$ cat config.mk
export PLATFORM = sky130hd
export DESIGN_NAME = hazard_unit
export DESIGN_NICKNAME = d
export VERILOG_FILES = /design/src/rtl/hazard_pkg.sv /design/src/rtl/hazard_unit_md_timer.sv /design/src/rtl/hazard_unit.sv
export SDC_FILE = /design/constraint.sdc
export NUM_CORES = 1
export LEC_CHECK = 0
export BUFFER_PORTS_ARGS = -buffer_cell sky130_fd_sc_hd__buf_2
export CORE_AREA = 5 5 76 78
export CTS_BUF_LIST = sky130_fd_sc_hd__clkbuf_8
export CTS_CLUSTER_DIAMETER = 30
export DETAILED_ROUTE_END_ITERATION = 10
export DIE_AREA = 0 0 81 83
export PLACE_DENSITY = 0.81
export SLEW_MARGIN = 20
export SYNTH_ARGS = -nofsm -noshare
export SYNTH_HDL_FRONTEND = slang
export SYNTH_HIERARCHICAL = 1
export SYNTH_SLANG_ARGS = --single-unit
$ cat constraint.sdc
create_clock -name clk -period 3.6 [get_ports clk]
set_clock_uncertainty 0.2 [all_clocks]
set_input_delay 0.72 -clock clk [delete_from_list [all_inputs] [get_ports clk]]
set_output_delay 0.72 -clock clk [all_outputs]
set_load 0.02 [all_outputs]
$ cat src/rtl/hazard_pkg.sv
`default_nettype none
// +--------------------------------------------------------------------+
// | hazard_pkg: forwarding-select encoding shared with datapath muxes  |
// | Revision: 1.0                                                      |
// +--------------------------------------------------------------------+
package hazard_pkg;

   typedef logic [1:0] fwd_sel_t;

   localparam fwd_sel_t FWD_RF  = 2'd0;
   localparam fwd_sel_t FWD_WB  = 2'd1;
   localparam fwd_sel_t FWD_MEM = 2'd2;

   localparam int REG_ZERO = 0;

endpackage
`default_nettype wire

$ cat src/rtl/hazard_unit_md_timer.sv
`default_nettype none
// +--------------------------------------------------------------------+
// | md_timer: multiply/divide occupancy down-counter                   |
// | Revision: 1.0                                                      |
// +--------------------------------------------------------------------+
module md_timer
   import hazard_pkg::*;
#(
   parameter int MD_LAT = 32
) (
   input  logic clk,
   input  logic reset,
   input  logic md_start,
   output logic md_busy
);

   localparam int c_cnt_w = $clog2(MD_LAT + 1);
   localparam logic [c_cnt_w-1:0] c_load = c_cnt_w'(MD_LAT);
   localparam logic [c_cnt_w-1:0] c_one  = c_cnt_w'(1);

   logic [c_cnt_w-1:0] r_count;

   // A start while the unit is still counting is ignored.
   always_ff @(posedge clk or posedge reset) begin
      if (reset) begin
         r_count <= '0;
      end else if (r_count == '0) begin
         if (md_start) begin
            r_count <= c_load;
         end
      end else begin
         r_count <= r_count - c_one;
      end
   end

   assign md_busy = (r_count != '0);

endmodule
`default_nettype wire

$ cat src/rtl/hazard_unit.sv
`default_nettype none
// +--------------------------------------------------------------------+
// | hazard_unit: forwarding selects, stall/flush and stall counter     |
// | Revision: 1.0                                                      |
// +--------------------------------------------------------------------+
module hazard_unit
   import hazard_pkg::*;
#(
   parameter int RW     = 5,
   parameter int MD_LAT = 32,
   parameter int CW     = 32
) (
   input  logic          clk,
   input  logic          reset,
   input  logic [RW-1:0] rs_d,
   input  logic [RW-1:0] rt_d,
   input  logic [RW-1:0] rs_e,
   input  logic [RW-1:0] rt_e,
   input  logic [RW-1:0] writereg_e,
   input  logic [RW-1:0] writereg_m,
   input  logic [RW-1:0] writereg_w,
   input  logic          regwrite_e,
   input  logic          regwrite_m,
   input  logic          regwrite_w,
   input  logic          memtoreg_e,
   input  logic          memtoreg_m,
   input  logic          branch_d,
   input  logic          md_op_d,
   input  logic          md_start_e,
   output fwd_sel_t      forward_a_e,
   output fwd_sel_t      forward_b_e,
   output logic          forward_a_d,
   output logic          forward_b_d,
   output logic          stall_f,
   output logic          stall_d,
   output logic          flush_e,
   output logic          md_busy,
   output logic [CW-1:0] stall_cnt
);

   localparam logic [RW-1:0] c_zero = RW'(REG_ZERO);
   localparam logic [CW-1:0] c_one  = CW'(1);

   logic          w_lwstall;
   logic          w_brstall;
   logic          w_mdstall;
   logic          w_stall;
   logic          w_d_hit_e;
   logic          w_d_hit_m;
   logic [CW-1:0] r_stall_cnt;

   // Memory stage wins over writeback: it holds the younger result.
   always_comb begin
      forward_a_e = FWD_RF;
      if (rs_e != c_zero && regwrite_m && writereg_m == rs_e) begin
         forward_a_e = FWD_MEM;
      end else if (rs_e != c_zero && regwrite_w && writereg_w == rs_e) begin
         forward_a_e = FWD_WB;
      end

      forward_b_e = FWD_RF;
      if (rt_e != c_zero && regwrite_m && writereg_m == rt_e) begin
         forward_b_e = FWD_MEM;
      end else if (rt_e != c_zero && regwrite_w && writereg_w == rt_e) begin
         forward_b_e = FWD_WB;
      end
   end

   assign forward_a_d = (rs_d != c_zero) && regwrite_m && (writereg_m == rs_d);
   assign forward_b_d = (rt_d != c_zero) && regwrite_m && (writereg_m == rt_d);

   assign w_d_hit_e = (writereg_e != c_zero) && (writereg_e == rs_d || writereg_e == rt_d);
   assign w_d_hit_m = (writereg_m != c_zero) && (writereg_m == rs_d || writereg_m == rt_d);

   assign w_lwstall = memtoreg_e && w_d_hit_e;
   assign w_brstall = branch_d && ((regwrite_e && w_d_hit_e) || (memtoreg_m && w_d_hit_m));
   assign w_mdstall = md_op_d && (md_busy || md_start_e);
   assign w_stall   = w_lwstall || w_brstall || w_mdstall;

   assign stall_f = w_stall;
   assign stall_d = w_stall;
   assign flush_e = w_stall;

   md_timer #(
      .MD_LAT (MD_LAT)
   ) u_md_timer (
      .clk      (clk),
      .reset    (reset),
      .md_start (md_start_e),
      .md_busy  (md_busy)
   );

   // Saturates at all-ones instead of wrapping.
   always_ff @(posedge clk or posedge reset) begin
      if (reset) begin
         r_stall_cnt <= '0;
      end else if (w_stall && r_stall_cnt != '1) begin
         r_stall_cnt <= r_stall_cnt + c_one;
      end
   end

   assign stall_cnt = r_stall_cnt;

endmodule
`default_nettype wire
==> results of run 1 <==
==> flip-flops by register name, summed over array words and instances (netlist names) <==
| signal | count |
|---|---|
| stall_cnt | 32 |
| u_md_timer/r_count | 6 |
==> metal layers <==
layer | GRT usage | up-vias
met2 | 0.317 | 49
met3 | 0.0444 | 6
met4 | 0.0522 | 0
met5 | 0 | -
li1 | - | 1081
met1 | 0.215 | 1014
==> critical path: stages (launching register included) <==
cell and delay [ps]:
dfrtp_1 420, inv_1 70, ha_1 210, or3b_4 420
nor3_4 240, inv_1 90, o21a_1 200, nor3b_4 230
inv_1 80, buf_2 160
==> layout make-up <==
type	instances	area (sq um)	area share
multi-input combinational	205	1460	0.472
sequential	38	951	0.307
timing repair buffer	89	453	0.146
tap	70	87.6	0.0283
clock buffer	6	82.6	0.0267
clock inverter	1	30.0	0.00970
inverter	8	30.0	0.00970
==> stage by stage <==
stage           util  hold WS [ps]  setup slack [ps]  cell area [sq um]
2_1_floorplan      -           302               241               2530
3_3_place_gp   0.595           269               551               2980
3_5_place_dp   0.595           272               506               2980
4_1_cts        0.618           157               210               3090
5_1_grt        0.618           172              82.8               3090
6_report       0.618           151               254               3090
==> logic make-up (layout without fill, tap and decap cells) <==
| kind of cell | Yosys count | in the layout | share of synthesized area |
|---|---|---|---|
| mux | 4 | 4 | 0.0183 |
| buf+inv | 21 | 104 | 0.0470 |
| flops | 38 | 38 | 0.376 |
| simple gates | 115 | 115 | 0.272 |
| compound gates | 12 | 12 | 0.0277 |
| fa+ha+maj | 2 | 2 | 0.00989 |
| xor+xnor | 72 | 72 | 0.249 |
==> path summary, 6_finish.rpt <==
path	start	end	slack, ps	cells after the start
worst max-delay path	u_md_timer/r_count[0]	stall_d	250	9
worst min-delay path	reset	u_md_timer/r_count[4]	150	2
worst max register to register	u_md_timer/r_count[0]	stall_cnt[1]	510	10
worst min register to register	stall_cnt[9]	stall_cnt[9]	280	1
max in group asynchronous	reset	stall_cnt[1]	2240	3
min in group clk	stall_cnt[9]	stall_cnt[9]	280	1
==> placed cells by master (no fill, tap or decap), types with 2 or more instances in the layout <==
cell      instances
nand3_1          14
xor2_1           40
mux2i_1           2
and3_1            9
nor4_1           10
nor4b_1           5
inv_1             8
nand2b_1          3
xnor2_1          32
nand4_1           7
nand2_1          15
nor3b_1           2
nor3_1           19
nor4b_2           2
ha_1              2
or3_1             3
buf_4             3
or4_1             5
nor2_1           12
o21ai_0           4
dfrtp_1          38
clkbuf_8          6
buf_2            86
o31ai_1           2
a21oi_1           4
==> power by group <==
group / leakage [nW] / switching [mW] / internal [mW]
clock network: 0.0573 / 0.143 / 0.222
registers: 0.481 / 0.118 / 0.522
logic: 0.961 / 0.273 / 0.210
total: 1.50 / 0.533 / 0.954
==> flow_metrics.py, run 1 <==
metrics = {
    "outcome": {
        "outcome": "finished, final reports clean",
    },
    "global_routing": {
        "grt-ovfl-total": 0,
        "grt_use_total": 0.181,
        "grt_antenna_before_repair": 0,
        "grt_max_degree": 32,
        "first_global_vias": 2244,
        "grt_pass1_wl_microns": 9940,
    },
    "clock_network": {
        "path_clk_slew_ps": 70,
        "ctsLongestPathBuffers": 2,
        "cts_setup_buffers": 0,
        "ctsHtreeMaxLevel": 2,
        "cts_tree": "built",
        "root_buffer": "clkbuf_8",
        "holdBufCountCts": 0,
        "cts_buffers": 5,
        "cts.sinks": 38,
        "clock_latency_ps": 290,
        "postCtsResizedCells": 0,
    },
    "detailed_routing": {
        "drt_wl_total_microns": 5770,
        "met1Wirelength_microns": 2390,
        "drt-wirelength-per-cell_microns": 13.8,
        "drc": 0,
        "vias": 2150,
        "route.top_layer_used": "met4",
        "initialDrtViolationCount": 87,
        "viasPerCell": 5.16,
        "met3_length_microns": 323,
        "dr.pass1.iters": 4,
        "antenna_left": 0,
        "wl_met2_microns": 3000,
    },
    "place": {
        "place_inst": 410,
        "portBuffers": 86,
        "dp_hpwl_microns": 4620,
        "place_congestion": 0.834,
    },
    "sta": {
        "hold_viol": 0,
        "setup_violations": 0,
        "max_slew.worst_pin.slew_ps": 621,
        "relSlewSlack": 0.586,
        "rsz0062_at_grt": "false",
        "fin_crit_sh": 0.929,
        "finalSetupTns_ps": 0,
        "clock.fmax_mhz": 299,
        "maxSlewViolCount": 0,
        "layout_min_cycle_time_ps": 3350,
    },
    "layout": {
        "insertedDiodeCount": 0,
        "area_delta_synth_final_pct": 22.3,
        "fillers": 462,
        "layout-drive-gt1-share": 0.300,
        "final_cell_count_no_fill": 417,
        "final_nets": 394,
    },
    "setup_path": {
        "cp-start-kind": "register",
        "end_kind": "output pin",
        "arrival_ps": 2430,
        "crit_fanout": 6,
        "critical_path_class": "register to output pin",
        "required_ps": 2680,
    },
    "yosys": {
        "netlist_top_cells_count": "40 x xor2_1, 38 x dfrtp_1, 32 x xnor2_1, 19 x nor3_1, 15 x nand2_1",
        "ys_ff_latch": 38,
        "ys_seq_area_frac": 0.376,
        "synth_top_flop_cell": "dfrtp_1",
        "async_flop_share": 1.00,
        "synth.top_cell.area_share": 0.376,
        "yosys_warnings": 6,
        "ys_types": 39,
        "syn_inst": 264,
        "synth_edf_count": 0,
        "synth_area_leaders": "dfrtp_1 38%, xor2_1 14%, xnor2_1 11%",
        "syn_area_per_cell_sq_um": 9.58,
        "synth.most_common_cell": "xor2_1",
        "syn-cell-area_sq_mm": 0.00253,
        "yosys.area.top_type": "dfrtp_1",
        "syn_nets": 311,
    },
    "floorplanning": {
        "die_w_microns": 81,
        "rows": 26,
        "start_util": 0.505,
        "io-pin-count": 87,
        "coreArea_sq_mm": 0.00501,
        "die_h_microns": 83,
        "dieArea_sq_mm": 0.00672,
    },
    "power": {
        "power_density_mw_per_mm2": 480,
        "ir_drop_uv": 213,
        "power_mw": 1.49,
        "p_leak_nw": 1.50,
    },
    "job": {
        "maxCapViolations": 0,
    },
    "min_path": {
        "hold_path_class": "input pin to async pin",
    },
}
(Power assumes the default switching activity.)
==> run 2, diff against run 1 <==
Settings changed: CORE_AREA 5 5 76 78 to 5 5 77 79, CTS_BUF_LIST sky130_fd_sc_hd__clkbuf_8 to default, DIE_AREA 0 0 81 83 to 0 0 82 84, PLACE_DENSITY 0.81 to 0.79.
==> run 2 against run 1 <==
  * Cell count up 0.72%
  * Critical endpoint is now flush_e
  * Sequential cell count unchanged
  * Worst setup slack worse by 57 ps
  * Fmax down 1.7%
  * Clock power down 18%
  * Register-to-register slack about the same
  * Non-clock buffer count unchanged
==> flow_metrics.py, run 2 (same netlist as run 1, synthesis figures left out) <==
metrics = {
    "floorplanning": {
        "start_util": 0.480,
        "die_w_microns": 82,
        "coreArea_sq_mm": 0.00527,
        "die_h_microns": 84,
        "io-pin-count": 87,
        "dieArea_sq_mm": 0.00689,
        "rows": 27,
    },
    "global_routing": {
        "grt_use_total": 0.177,
        "grt-ovfl-total": 0,
        "first_global_vias": 2269,
        "grt_antenna_before_repair": 0,
        "grt_pass1_wl_microns": 9800,
        "grt_max_degree": 33,
    },
    "sta": {
        "layout_setup_ws_ps": 198,
        "layout_min_cycle_time_ps": 3400,
        "clock.fmax_mhz": 294,
        "fin_crit_sh": 0.945,
        "worst_hold_slack_ps": 152,
        "hold_viol": 0,
        "relSlewSlack": 0.664,
        "rsz0062_at_grt": "false",
        "maxSlewViolCount": 0,
        "finalSetupTns_ps": 0,
        "max_slew.worst_pin.slew_ps": 504,
        "setup_violations": 0,
    },
    "clock_network": {
        "root_buffer": "clkbuf_8",
        "cts_setup_buffers": 0,
        "holdBufCountCts": 0,
        "cts_buffers": 5,
        "path_clk_slew_ps": 70,
        "postCtsResizedCells": 0,
        "cts.sinks": 38,
        "clock_latency_ps": 290,
        "ctsLongestPathBuffers": 2,
        "cts_tree": "built",
        "ctsHtreeMaxLevel": 2,
    },
    "setup_path": {
        "r2r_slack_ps": 500,
        "r2r-start": "u_md_timer/r_count[0]",
        "critical_path_class": "register to output pin",
        "end_kind": "output pin",
        "r2r-end": "stall_cnt[1]",
        "cp-start-kind": "register",
        "required_ps": 2680,
        "arrival_ps": 2480,
        "crit_fanout": 6,
        "r2r.worst_path.cells": 10,
    },
    "detailed_routing": {
        "dr.pass1.iters": 4,
        "drt-wirelength-per-cell_microns": 13.8,
        "viasPerCell": 5.34,
        "antenna_left": 0,
        "vias": 2244,
        "drc": 0,
        "drt_wl_total_microns": 5790,
        "initialDrtViolationCount": 71,
    },
    "layout": {
        "multiInputGateArea_sq_mm": 0.00146,
        "final_common_cell": "buf_2",
        "final_cell_mix": "86 x buf_2, 40 x xor2_1, 38 x dfrtp_1",
        "area_delta_synth_final_pct": 21.6,
        "final_cell_count_no_fill": 420,
        "largest_reg_flops": 32,
        "fillers": 488,
        "finalInstanceArea_sq_mm": 0.00308,
        "post-route-util": 0.584,
        "seqCellArea_sq_um": 951,
        "insertedDiodeCount": 0,
        "layout-drive-gt1-share": 0.299,
        "final_nets": 394,
    },
    "place": {
        "place_congestion": 0.845,
        "portBuffers": 86,
        "pre_cts_ws_ps": 518,
        "dp_hpwl_microns": 4600,
        "place_inst": 412,
        "place_area_sq_mm": 0.00298,
    },
    "power": {
        "power_mw": 1.42,
        "p_leak_nw": 1.49,
        "power_density_mw_per_mm2": 461,
        "ir_drop_uv": 203,
    },
    "outcome": {
        "outcome": "finished, final reports clean",
    },
    "job": {
        "maxCapViolations": 0,
    },
    "min_path": {
        "hold_path_class": "input pin to async pin",
    },
}
run 2: cell type report:
class	count	area share
Multi-Input combinational cell	205	0.475
Sequential cell	38	0.309
Timing Repair Buffer	89	0.147
Tap cell	72	0.0293
Clock buffer	7	0.0281
Inverter	8	0.00976
Clock inverter	1	0.00163
run 2: power by group:
group | internal (mW) | switching, mW | total (mW)
combinational | 0.210 | 0.263 | 0.474
clock | 0.154 | 0.146 | 0.300
sequential | 0.522 | 0.121 | 0.643
total | 0.887 | 0.530 | 1.42
run 2: worst max-delay path by stage:
stage	from	to	cells past startpoint
CTS	u_md_timer/r_count[0]	flush_e	9
detailed placement	u_md_timer/r_count[0]	flush_e	9
global route	u_md_timer/r_count[0]	stall_f	9
finish	u_md_timer/r_count[0]	flush_e	9
global placement	writereg_m[1]	stall_cnt[1]	8
floorplan	u_md_timer/r_count[0]	stall_d	10
run 2: per-layer routing:
metal	up-vias	global-route usage	share of wire	wire length (microns)
met5	-	0	0	0
met2	90	0.295	0.48	2800
met4	0	0.0770	0.021	119
met1	1061	0.211	0.41	2400
li1	1081	-	-	-
met3	12	0.0421	0.081	470
run 2: critical path: stages (launching register included):
cell and delay (ps):
dfrtp_1 430, inv_1 80, ha_1 210, or3b_4 420, nor3_4 240, inv_1 100
o21a_1 210, nor3b_4 240, inv_1 100, buf_2 170
==> run 3, diff against run 2 <==
Settings changed: CORE_AREA 5 5 77 79 to 5 5 79 81, DIE_AREA 0 0 82 84 to 0 0 84 86, PLACE_DENSITY 0.79 to default, PLACE_DENSITY_LB_ADDON from default to 0.08, SYNTH_HIERARCHICAL 1 to default.
==> run 3 against run 2 <==
  * Sequential share of layout area decreased by 1.4 points
  * Routed wire length rose by 1.6%
  * Total power up 3.5%
  * Die area increased by 4.9%
  * Global-route usage fell by 0.55 points
  * Utilization up 1.2 points
  * Critical path depth unchanged
  * Register-to-register slack better by 380 ps
  * Critical path type unchanged
  * Largest cell class unchanged
==> flow_metrics.py, run 3 <==
metrics = {
    "yosys": {
        "ys_types": 39,
        "synth.most_common_cell": "xor2_1",
        "syn_nets": 316,
        "synth_area_leaders": "dfrtp_1 36%, xor2_1 14%, xnor2_1 9.5%",
        "async_flop_share": 1.00,
        "netlist_top_cells_count": "43 x xor2_1, 38 x dfrtp_1, 29 x xnor2_1, 21 x nor2_1, 17 x nand2_1",
        "synth_edf_count": 0,
        "syn_area_per_cell_sq_um": 9.95,
        "yosys.area.top_type": "dfrtp_1",
        "synth.top_cell.area_share": 0.355,
        "synth_top_flop_cell": "dfrtp_1",
        "syn_inst": 269,
        "yosys_warnings": 0,
        "ys_ff_latch": 38,
        "ys_seq_area_frac": 0.355,
        "syn-cell-area_sq_mm": 0.00268,
    },
    "clock_network": {
        "ctsHtreeMaxLevel": 2,
        "ctsLongestPathBuffers": 2,
        "cts.sinks": 38,
        "clock_latency_ps": 280,
        "cts_setup_buffers": 0,
        "holdBufCountCts": 0,
        "cts_tree": "built",
        "postCtsResizedCells": 0,
        "cts_buffers": 5,
        "path_clk_slew_ps": 70,
        "root_buffer": "clkbuf_8",
    },
    "detailed_routing": {
        "initialDrtViolationCount": 82,
        "drc": 0,
        "viasPerCell": 5.16,
        "route.top_layer_used": "met4",
        "wl_met2_microns": 2850,
        "drt-wirelength-per-cell_microns": 13.9,
        "met3_length_microns": 351,
        "drt_wl_total_microns": 5890,
        "dr.pass1.iters": 4,
        "met1Wirelength_microns": 2630,
        "antenna_left": 0,
        "vias": 2192,
    },
    "global_routing": {
        "first_global_vias": 2218,
        "grt-ovfl-total": 0,
        "grt_antenna_before_repair": 0,
        "grt_use_total": 0.171,
        "grt_max_degree": 39,
        "grt_pass1_wl_microns": 10200,
    },
    "power": {
        "p_leak_nw": 1.59,
        "power_mw": 1.47,
        "power_density_mw_per_mm2": 455,
        "ir_drop_uv": 261,
    },
    "layout": {
        "fillers": 498,
        "final_cell_mix": "86 x buf_2, 43 x xor2_1, 38 x dfrtp_1",
        "finalInstanceArea_sq_mm": 0.00322,
        "final_common_cell": "buf_2",
        "final_cell_count_no_fill": 425,
        "final_nets": 400,
        "post-route-util": 0.596,
        "layout-drive-gt1-share": 0.326,
        "area_delta_synth_final_pct": 20.4,
        "largest_reg_flops": 32,
        "insertedDiodeCount": 0,
    },
    "place": {
        "portBuffers": 86,
        "place_congestion": 0.840,
        "place_area_sq_mm": 0.00311,
        "dp_hpwl_microns": 4710,
        "pre_cts_ws_ps": 579,
        "place_inst": 418,
    },
    "setup_path": {
        "end_kind": "output pin",
        "critical_path_class": "register to output pin",
        "cp-start-kind": "register",
        "crit_fanout": 15,
        "required_ps": 2680,
        "arrival_ps": 2210,
    },
    "outcome": {
        "outcome": "finished, final reports clean",
    },
    "sta": {
        "maxSlewViolCount": 0,
        "hold_viol": 0,
        "max_slew.worst_pin.slew_ps": 697,
        "clock.fmax_mhz": 320,
        "layout_setup_ws_ps": 472,
        "fin_crit_sh": 0.869,
        "setup_violations": 0,
        "finalSetupTns_ps": 0,
        "rsz0062_at_grt": "false",
        "worst_hold_slack_ps": 289,
        "relSlewSlack": 0.532,
        "layout_min_cycle_time_ps": 3130,
    },
    "floorplanning": {
        "dieArea_sq_mm": 0.00722,
        "die_h_microns": 86,
        "io-pin-count": 87,
        "coreArea_sq_mm": 0.00541,
        "rows": 27,
        "start_util": 0.495,
        "die_w_microns": 84,
    },
    "min_path": {
        "hold_path_class": "register to register",
    },
    "job": {
        "maxCapViolations": 0,
    },
}
-- run 3: cell count changes in the layout (fill, tap and decap cells not counted), moves of 5 or more --
cell     previous run  this run
nor4b_4             0         5
nor4_1             10         4
and3_1              9         3
nand4_1             7        12
nor4b_1             5         0
nor2_1             12        21
-- run 3: report_power, final --
group          total (mW)  leakage (nW)  switching (mW)  internal [mW]
registers           0.632         0.487           0.114          0.518
logic               0.472          1.04           0.272          0.200
clock network       0.363        0.0573           0.142          0.222
total                1.47          1.59           0.527          0.940
-- run 3: metal layers --
metal / GRT usage / vias to the layer above
li1: - / 1106
met1: 0.221 / 1018
met2: 0.292 / 63
met3: 0.0423 / 5
met4: 0.0380 / 0
met5: 0 / -
-- run 3: logic make-up (layout without fill, tap and decap cells) --
family / count (synthesis) / count (layout) / share of synthesized area
xor gates and xnor gates: 72 / 72 / 0.236
AOI/OAI and AO/OA: 15 / 15 / 0.0360
and+or+nand+nor: 123 / 123 / 0.310
adders and majority gates: 2 / 2 / 0.00935
buffers and inverters: 18 / 102 / 0.0482
muxes: 1 / 1 / 0.00561
DFF: 38 / 38 / 0.355
-- run 3: path summary, 6_finish.rpt --
check	start	to	slack, ps	cells after the start
setup / recovery	u_md_timer.r_count[0]	flush_e	470	9
hold / removal	stall_cnt[8]	stall_cnt[8]	290	1
setup reg to reg	u_md_timer.r_count[0]	stall_cnt[13]	880	10
hold reg to reg	stall_cnt[8]	stall_cnt[8]	290	1
max in group asynchronous	reset	stall_cnt[7]	2510	3
min in group asynchronous	reset	stall_cnt[23]	330	3
-- run 3: worst max-delay path, stage by stage (launching register included) --
cell,delay [ps]
dfrtp_1,390
inv_1,70
ha_1,170
nand2b_2,110
nor4_4,240
inv_1,130
o21ai_0,200
and3_4,360
inv_1,90
buf_2,170
-- run 3: layout make-up --
class / instances / area, sq um / area share
clock buffer: 6 / 82.6 / 0.0256
multi-input combinational: 213 / 1600 / 0.496
sequential: 38 / 951 / 0.295
clock inverter: 1 / 30.0 / 0.00932
timing repair buffer: 88 / 445 / 0.138
tap: 72 / 90.1 / 0.0280
inverter: 7 / 26.3 / 0.00816
